$ cat src/rtl/ysyx_22040125_pipe_ctrl_pkg.sv
// Shared types and constants for the pipeline sequencer: FSM states,
// default widths and PC-select encodings.
package ysyx_22040125_pipe_ctrl_pkg;

    localparam int DEF_ADDR_W = 64;
    localparam int DEF_CNT_W  = 32;

    localparam logic PC_SEL_SEQ = 1'b0;
    localparam logic PC_SEL_TGT = 1'b1;

    typedef enum logic [1:0] {
        ST_RUN   = 2'd0,
        ST_HOLD  = 2'd1,
        ST_DRAIN = 2'd2
    } pipe_state_e;

endpackage

$ cat src/rtl/ysyx_22040125_sat_cnt.sv
// Saturating up-counter: advances on inc, sticks at all-ones.
module ysyx_22040125_sat_cnt #(
    parameter int CNT_W = 32
) (
    input  logic             clk,
    input  logic             rst_n,
    input  logic             inc,
    output logic [CNT_W-1:0] cnt
);

    logic [CNT_W-1:0] cnt_reg;

    always_ff @(posedge clk or negedge rst_n) begin
        if (!rst_n) begin
            cnt_reg <= '0;
        end else if (inc && !(&cnt_reg)) begin
            cnt_reg <= cnt_reg + 1'b1;
        end
    end

    assign cnt = cnt_reg;

endmodule

$ cat src/rtl/ysyx_22040125_pipe_ctrl.sv
// Pipeline sequencer: merges hazard stall, EXE redirects and back-end busy
// into register enables/bubbles and PC-update select, with perf counters.
module ysyx_22040125_pipe_ctrl
    import ysyx_22040125_pipe_ctrl_pkg::*;
#(
    parameter int ADDR_W = DEF_ADDR_W,
    parameter int CNT_W  = DEF_CNT_W
) (
    input  logic              clk,
    input  logic              rst_n,
    input  logic              hazard_stall,
    input  logic              redirect_req,
    input  logic [ADDR_W-1:0] redirect_pc,
    input  logic              if_valid,
    input  logic              if_busy,
    input  logic              mdu_busy,
    input  logic              lsu_busy,
    output logic              pc_we,
    output logic              pc_sel,
    output logic [ADDR_W-1:0] pc_target,
    output logic              en_ifid,
    output logic              en_idex,
    output logic              en_exmem,
    output logic              en_memwb,
    output logic              bub_ifid,
    output logic              bub_idex,
    output logic              bub_exmem,
    output logic              bub_memwb,
    output logic [CNT_W-1:0]  stall_cnt,
    output logic [CNT_W-1:0]  redir_cnt
);

    pipe_state_e       state_reg, state_next;
    logic [ADDR_W-1:0] tgt_reg;
    logic              redir_ok;
    logic              apply;

    // A redirect can only be applied from RUN (live pulse) or HOLD (latched).
    assign redir_ok = ((state_reg == ST_RUN) && redirect_req) || (state_reg == ST_HOLD);

    always_comb begin
        pc_we      = 1'b0;
        pc_sel     = PC_SEL_SEQ;
        en_ifid    = 1'b0;
        en_idex    = 1'b0;
        en_exmem   = 1'b0;
        en_memwb   = 1'b0;
        bub_ifid   = 1'b0;
        bub_idex   = 1'b0;
        bub_exmem  = 1'b0;
        bub_memwb  = 1'b0;
        apply      = 1'b0;
        state_next = state_reg;
        // A fresh request in HOLD supersedes the latched target.
        pc_target  = ((state_reg == ST_HOLD) && !redirect_req) ? tgt_reg : redirect_pc;

        if (!rst_n) begin
            pc_target = '0;
        end else begin
            if (lsu_busy) begin
                bub_memwb = 1'b1;
            end else if (mdu_busy) begin
                bub_exmem = 1'b1;
                en_memwb  = 1'b1;
            end else if (redir_ok) begin
                apply    = 1'b1;
                pc_we    = 1'b1;
                pc_sel   = PC_SEL_TGT;
                bub_ifid = 1'b1;
                bub_idex = 1'b1;
                en_exmem = 1'b1;
                en_memwb = 1'b1;
            end else if (hazard_stall) begin
                bub_idex = 1'b1;
                en_exmem = 1'b1;
                en_memwb = 1'b1;
            end else if ((state_reg == ST_DRAIN) || !if_valid) begin
                // In DRAIN any arriving response is stale and is bubbled away.
                bub_ifid = 1'b1;
                en_idex  = 1'b1;
                en_exmem = 1'b1;
                en_memwb = 1'b1;
            end else begin
                pc_we    = 1'b1;
                en_ifid  = 1'b1;
                en_idex  = 1'b1;
                en_exmem = 1'b1;
                en_memwb = 1'b1;
            end

            case (state_reg)
                ST_RUN: begin
                    if (apply) begin
                        state_next = if_busy ? ST_DRAIN : ST_RUN;
                    end else if (redirect_req) begin
                        state_next = ST_HOLD;
                    end
                end
                ST_HOLD: begin
                    if (apply) begin
                        state_next = if_busy ? ST_DRAIN : ST_RUN;
                    end
                end
                ST_DRAIN: begin
                    // HOLD drops every fetch response, so the stale one is still covered.
                    if (redirect_req) begin
                        state_next = ST_HOLD;
                    end else if (if_valid) begin
                        state_next = ST_RUN;
                    end
                end
                default: state_next = ST_RUN;
            endcase
        end
    end

    always_ff @(posedge clk or negedge rst_n) begin
        if (!rst_n) begin
            state_reg <= ST_RUN;
            tgt_reg   <= '0;
        end else begin
            state_reg <= state_next;
            if (redirect_req) begin
                tgt_reg <= redirect_pc;
            end
        end
    end

    logic [1:0]       cnt_inc;
    logic [CNT_W-1:0] cnt_val [2];

    assign cnt_inc[0] = !pc_we;
    assign cnt_inc[1] = apply;

    generate
        for (genvar gi = 0; gi < 2; gi++) begin : g_perf
            ysyx_22040125_sat_cnt #(
                .CNT_W (CNT_W)
            ) u_cnt (
                .clk   (clk),
                .rst_n (rst_n),
                .inc   (cnt_inc[gi]),
                .cnt   (cnt_val[gi])
            );
        end
    endgenerate

    assign stall_cnt = cnt_val[0];
    assign redir_cnt = cnt_val[1];

endmodule

$ cat config.mk
export PLATFORM = sky130hd
export DESIGN_NAME = ysyx_22040125_pipe_ctrl
export DESIGN_NICKNAME = d
export VERILOG_FILES = /design/src/rtl/ysyx_22040125_pipe_ctrl_pkg.sv /design/src/rtl/ysyx_22040125_sat_cnt.sv /design/src/rtl/ysyx_22040125_pipe_ctrl.sv
export SDC_FILE = /design/constraint.sdc
export NUM_CORES = 1
export LEC_CHECK = 0
export BUFFER_PORTS_ARGS = -buffer_cell sky130_fd_sc_hd__buf_4
export CAP_MARGIN = 20
export CORE_MARGIN = 2
export CORE_UTILIZATION = 39
export CTS_CLUSTER_DIAMETER = 100
export CTS_CLUSTER_SIZE = 10
export DETAILED_ROUTE_END_ITERATION = 10
export PLACE_DENSITY_LB_ADDON = 0.05
export SLEW_MARGIN = 20
export SYNTH_ARGS = -nofsm -noshare
export SYNTH_HDL_FRONTEND = slang
export SYNTH_SLANG_ARGS = --single-unit
$ cat constraint.sdc
create_clock -name clk -period 3.4 [get_ports clk]
set_clock_uncertainty 0.05 [all_clocks]
set_input_delay 1.02 -clock clk [delete_from_list [all_inputs] [get_ports clk]]
set_output_delay 1.02 -clock clk [all_outputs]
set_load 0.02 [all_outputs]
==> flow_metrics.tcl, run 1 <==
set metrics [dict create \
    synth_top_area_frac 0.4910 \
    top_layer "met4" \
    nNetsFinal 943 \
    path_cells "buf_4, or3b_1, nor4_1, buf_4" \
    fp.dieH_um 134.3 \
    placed_cells 1069 \
    rows 47 \
    setup_viol 0 \
    via_count 5535 \
    synthCells 656 \
    antenna_found_initial 0 \
    yosys.area.top_type "dfrtp_1" \
    reg2regPathDepth 6 \
    p_per_area_mw_per_mm2 549.0 \
    finalHoldViolations 0 \
    cpPeakStageDelay_ns 0.47 \
    drt.antenna.violating_nets 0 \
    fmax_mhz 298.7 \
    synthesis.nets 730 \
    initial_utilization 0.3995 \
    drc 0 \
    gp_congestion 0.8112 \
    yosysMostFrequentCell "nand2_1" \
    outcome "completed" \
    clk_pin_slew_worst_paths_ns 0.05 \
    drt-total-wl_um 17360 \
    grt_pass1_vias 5395 \
    async_flop_share 1.000 \
    syn_area_per_cell_um2 10.10 \
    cp_data_required_time_ns 2.33 \
    fp.dieW_um 134.3 \
    slew_viol_final 0 \
    startpoint_type "primary input" \
    p_leak_nw 4.292 \
    critPathArrivalTime_ns 2.28 \
    cts_root_buffer "clkbuf_16" \
    endpoint_kind "primary output" \
    htree_num_levels 4 \
    io_pins 210 \
    cpMostUsedCell "buf_4" \
    first_pass_iters 4 \
    critical_path_class "in -> out" \
    synth-seq-cells 130 \
    drive_gt1_frac 0.3764 \
    grt-ovfl-total 0 \
    fin_tns_setup_ns 0 \
    wl_met1_um 8021 \
    clock_latency_ns 0.42 \
    cts_tree "yes" \
    wl_per_cell_um 15.75 \
    finalNonFillerCells 1102 \
    holdPathStages 1 \
    max-clock-path-buffers 2 \
    initialDrtViolationCount 275 \
    ir_drop_mv 0.3853 \
    dieArea_mm2 0.01805 \
    cts_sinks 130 \
    crit_slowest_cell "or3b_1" \
    viasPerCell 5.023 \
    routed-wl-met2_um 7724 \
    fin_crit_ns 3.348 \
    rsz0062_at_grt "false" \
    core_area_mm2 0.01658 \
    synth.distinct_cells 39 \
    synth-edff-count 0 \
    yosysWarnings 0 \
    ys.flop_type "dfrtp_1" \
    maxCapViolCount 0 \
    worstMarginPinSlew_ns 0.9169 \
    cts_buffers 17 \
    grtUsageTotal 0.1936 \
    hp-class "reg -> reg" \
    relSlewSlack 0.3887 \
    syn_area_mm2 0.006625 \
    yosysSeqAreaShare 0.4910 \
    synth.area.top_cells "dfrtp_1 49%, mux2_2 12%, nand2_1 8.6%" \
    synthTopCellsByCount "151 x nand2_1, 130 x dfrtp_1, 68 x mux2_2" \
    post-route-period-util 0.9846 \
    grt_pass1_wl_um 27870 \
    wl_met3_um 1279 \
    grt_max_degree 121 \
    cts_setup_buffers 0 \
    dp_hpwl_um 11900 \
    port_buffers 209 \
    antenna_cells 0 \
    path_max_fanout 5 \
    syn_to_final_growth_pct 39.55 \
]
==> cell type report <==
class / count / area (um^2)
fillers: 1488 / 7338
clock inverters: 9 / 224.0
multi-input cells: 488 / 3233
flip-flops and latches: 130 / 3253
repair buffers: 227 / 1763
well taps: 220 / 275.3
clock buffers: 23 / 478.0
inverters: 5 / 18.77
==> critical path, delay by kind of cell <==
kind	cells	cell delay, ns
and+or+nand+nor	2	0.90
buffers and inverters	2	0.35
==> logic make-up (layout without fill, tap and decap cells) <==
family                   Yosys count  count (layout)  synth area share
AND/OR/NAND/NOR                  282             282            0.2030
buffers and inverters             38             264           0.02172
multiplexers                      68              68            0.1156
XOR/XNOR                          59              59           0.07800
AO/OA/AOI/OAI                     77              77           0.08687
flip-flops                       130             130            0.4910
adder cells (fa/ha/maj)            2               2          0.003777
==> cell usage in the layout, fill, tap and decap left out, drive strengths merged, types with 3 or more instances in the layout <==
master / count
buf: 226
nand2: 151
dfrtp: 130
mux2: 68
a21boi: 64
xnor2: 54
nand3: 30
nand4: 28
clkbuf: 24
nor2: 19
and3: 13
and4: 7
bufinv: 7
and2: 7
nor3: 6
xor2: 5
nor4: 5
nand2b: 4
inv: 4
a21oi: 3
a211oi: 3
or3: 3
clkinv: 3
==> worst paths after layout <==
kind / from / endpoint / slack (ns)
min in group asynchronous: rst_n / state_reg[1] / 0.59
max in group asynchronous: rst_n / g_perf[1].u_cnt.cnt[1] / 1.75
hold reg to reg: g_perf[1].u_cnt.cnt[31] / g_perf[1].u_cnt.cnt[31] / 0.45
setup reg to reg: g_perf[1].u_cnt.cnt[0] / g_perf[1].u_cnt.cnt[1] / 0.98
hold / removal: g_perf[1].u_cnt.cnt[31] / g_perf[1].u_cnt.cnt[31] / 0.45
setup / recovery: mdu_busy / en_ifid / 0.05
==> timing repair <==
item / 4_1_cts / 5_1_grt
hold buffers: 0 / 0
resized for setup: 0 / 1
endpoints found under the setup margin: 0 / 1
==> through the flow <==
stage	cell area, um^2	hold slack, ns	util	setup WS (ns)	total power [mW]
2_1_floorplan	6625	0.4306	-	0.08486	2.441
4_1_cts	9219	0.4494	0.5559	0.07874	5.125
3_3_place_gp	8517	0.4257	0.5136	0.04813	2.897
5_1_grt	9245	0.4628	0.5575	0.01297	5.311
3_5_place_dp	8517	0.4380	0.5136	0.08713	2.927
6_report	9245	0.4464	0.5575	0.05235	5.075
==> power breakdown <==
part | leakage [nW] | switching, mW | internal, mW
sequential | 1.64 | 0.147 | 1.70
clock | 0.342 | 0.666 | 1.51
combinational | 2.31 | 0.566 | 0.487
==> per-layer routing <==
metal	global-route usage	up-vias
li1	-	2685
met1	0.2611	2678
met2	0.2871	150
met3	0.06689	22
met4	0.07485	0
met5	0	-
Note: power is estimated with default switching activity, not from simulation.
==> run 2, diff against run 1 <==
--- a/config.mk
+++ b/config.mk
@@ -12,7 +12,8 @@
 export CTS_CLUSTER_DIAMETER = 100
 export CTS_CLUSTER_SIZE = 10
 export DETAILED_ROUTE_END_ITERATION = 10
-export PLACE_DENSITY_LB_ADDON = 0.05
+export MAX_ROUTING_LAYER = met4
+export PLACE_DENSITY = 0.65
 export SLEW_MARGIN = 20
 export SYNTH_ARGS = -nofsm -noshare
 export SYNTH_HDL_FRONTEND = slang
==> run 2 against run 1 <==
  * Critical path depth increased by 1
  * Wire length decreased by 0.79%
  * Clock-buffer cell count decreased by 1
  * Register-to-register slack got worse by 0.04 ns
  * Die area unchanged
  * Critical endpoint unchanged
  * Via count increased by 1.0%
  * Setup slack improved by 0.083 ns
  * Core utilization decreased by 0.14 points
  * First-iteration DRC count decreased by 39%
  * Flip-flop and latch count unchanged
  * Worst hold slack got worse by 0.0086 ns
==> flow_metrics.tcl, run 2 (same netlist as run 1, synthesis figures left out) <==
set metrics [dict create \
    p_per_area_mw_per_mm2 520.3 \
    nFillCells 1518 \
    place_area_mm2 0.008582 \
    critPathArrivalTime_ns 2.19 \
    io_pins 210 \
    nNetsFinal 950 \
    dieArea_mm2 0.01805 \
    internal-power_mw 3.423 \
    cpPeakStageDelay_ns 0.39 \
    cts_sinks 130 \
    cts_buffers 17 \
    max-clock-path-buffers 2 \
    endpoint_kind "primary output" \
    core_area_mm2 0.01658 \
    finalHoldViolations 0 \
    grt_pass1_wl_um 27920 \
    clk_pin_slew_worst_paths_ns 0.06 \
    ff_latch_area_mm2 0.003253 \
    grt_max_degree 86 \
    htree_num_levels 4 \
    cp_data_required_time_ns 2.33 \
    post-route-period-util 0.9602 \
    antenna_found_initial 0 \
    wl_per_cell_um 15.54 \
    first_pass_iters 4 \
    critical_path_class "in -> out" \
    slew_viol_final 0 \
    rsz0062_at_grt "false" \
    drt-total-wl_um 17220 \
    utilization 0.5561 \
    via_count 5593 \
    layout_commonest_cell "buf_4" \
    drc 0 \
    rows 47 \
    stdcell_area_mm2 0.009221 \
    initialDrtViolationCount 167 \
    cpMostUsedCell "buf_4" \
    viasPerCell 5.048 \
    path_cells "buf_4, or3b_1, buf_4, nor4_1, buf_4" \
    syn_to_final_growth_pct 39.19 \
    fin_tns_setup_ns 0 \
    fin_crit_ns 3.265 \
    r2r_slack_ns 0.94 \
    p_clk_frac 0.393 \
    relSlewSlack 0.5258 \
    cts_setup_buffers 0 \
    setup_viol 0 \
    worstMarginPinSlew_ns 0.7048 \
    crit_start "mdu_busy" \
    power_switching_mw 1.375 \
    outcome "completed" \
    p_seq_frac 0.386 \
    grt_pass1_vias 5450 \
    gp_congestion 0.7946 \
    cts_tree "yes" \
    port_buffers 209 \
    reg2regPathDepth 6 \
    final_cell_mix "228 x buf_4, 150 x nand2_1, 130 x dfrtp_1" \
    p_leak_nw 4.287 \
    path_max_fanout 6 \
    grtUsageTotal 0.1989 \
    ir_drop_mv 0.3756 \
    r2r-start "g_perf[1].u_cnt.cnt[0]" \
    crit_slowest_cell "or3b_1" \
    finalPower_mw 4.797 \
    endpoint "en_ifid" \
    fp.dieH_um 134.3 \
    hp-class "reg -> reg" \
    pwr-share-comb 0.221 \
    maxCapViolCount 0 \
    fmax_mhz 306.3 \
    timing.rr.end "g_perf[1].u_cnt.cnt[1]" \
    dp_hpwl_um 11920 \
    clock_latency_ns 0.41 \
    startpoint_type "primary input" \
    drive_gt1_frac 0.3829 \
    multi_input_area_mm2 0.003233 \
    antenna_cells 0 \
    cts_root_buffer "clkbuf_16" \
    drt.antenna.violating_nets 0 \
    swShare 0.2866 \
    fp.dieW_um 134.3 \
    initial_utilization 0.3995 \
    grt-ovfl-total 0 \
]
## run 2: what timing repair did
action | in CTS | in global routing
hold buffers | 0 | 0
gates resized for setup | 0 | 1
endpoints found under the setup margin | 0 | 2
## run 2: power groups by stage
stage	Combinational [mW]	Clock (mW)	Sequential, mW
finish	1.06	1.89	1.85
global route	1.16	2.01	1.88
CTS	1.06	1.94	1.85
detailed placement	1.06	0	1.88
global placement	1.05	0	1.88
floorplan	0.517	0	1.92
## run 2: worst min-delay path by stage
stage               depth (start not counted)                      end               startpoint  slack, ns
detailed placement                          1  g_perf[1].u_cnt.cnt[31]  g_perf[1].u_cnt.cnt[31]       0.43
CTS                                         1  g_perf[1].u_cnt.cnt[12]  g_perf[1].u_cnt.cnt[12]       0.44
global placement                            1   g_perf[0].u_cnt.cnt[7]   g_perf[0].u_cnt.cnt[7]       0.43
floorplan                                   1               tgt_reg[0]               tgt_reg[0]       0.43
global route                                1              tgt_reg[17]              tgt_reg[17]       0.46
finish                                      1  g_perf[1].u_cnt.cnt[23]  g_perf[1].u_cnt.cnt[23]       0.44
## run 2: worst max-delay path: cells and delay by family
| kind | cells | cell delay, ns |
|---|---|---|
| buffers and inverters | 3 | 0.50 |
| AND/OR/NAND/NOR | 2 | 0.68 |
## run 2: through the flow
stage / hold slack, ns / cells / setup WS, ns
after detailed placement: 0.4347 / 1076 / 0.1344
after global placement: 0.4348 / 1076 / 0.1627
after global routing: 0.4648 / 1108 / 0.01991
after floorplan: 0.4306 / 656 / 0.08486
final: 0.4378 / 1108 / 0.1353
after CTS: 0.4438 / 1107 / 0.1278
## run 2: layout make-up
class	count	area share
sequential	130	0.3528
inverter	5	0.002035
clock inverter	9	0.01398
timing repair buffer	234	0.1982
multi-input combinational	488	0.3506
tap	220	0.02985
clock buffer	22	0.05251
## run 2: per-layer routing
| metal | wire (um) | global-route usage | vias to the layer above |
|---|---|---|---|
| met5 | 0 | - | - |
| met4 | 261 | 0.06608 | 0 |
| met3 | 1053 | 0.04875 | 19 |
| met2 | 7686 | 0.2851 | 169 |
| met1 | 8218 | 0.2762 | 2694 |
| li1 | - | - | 2711 |
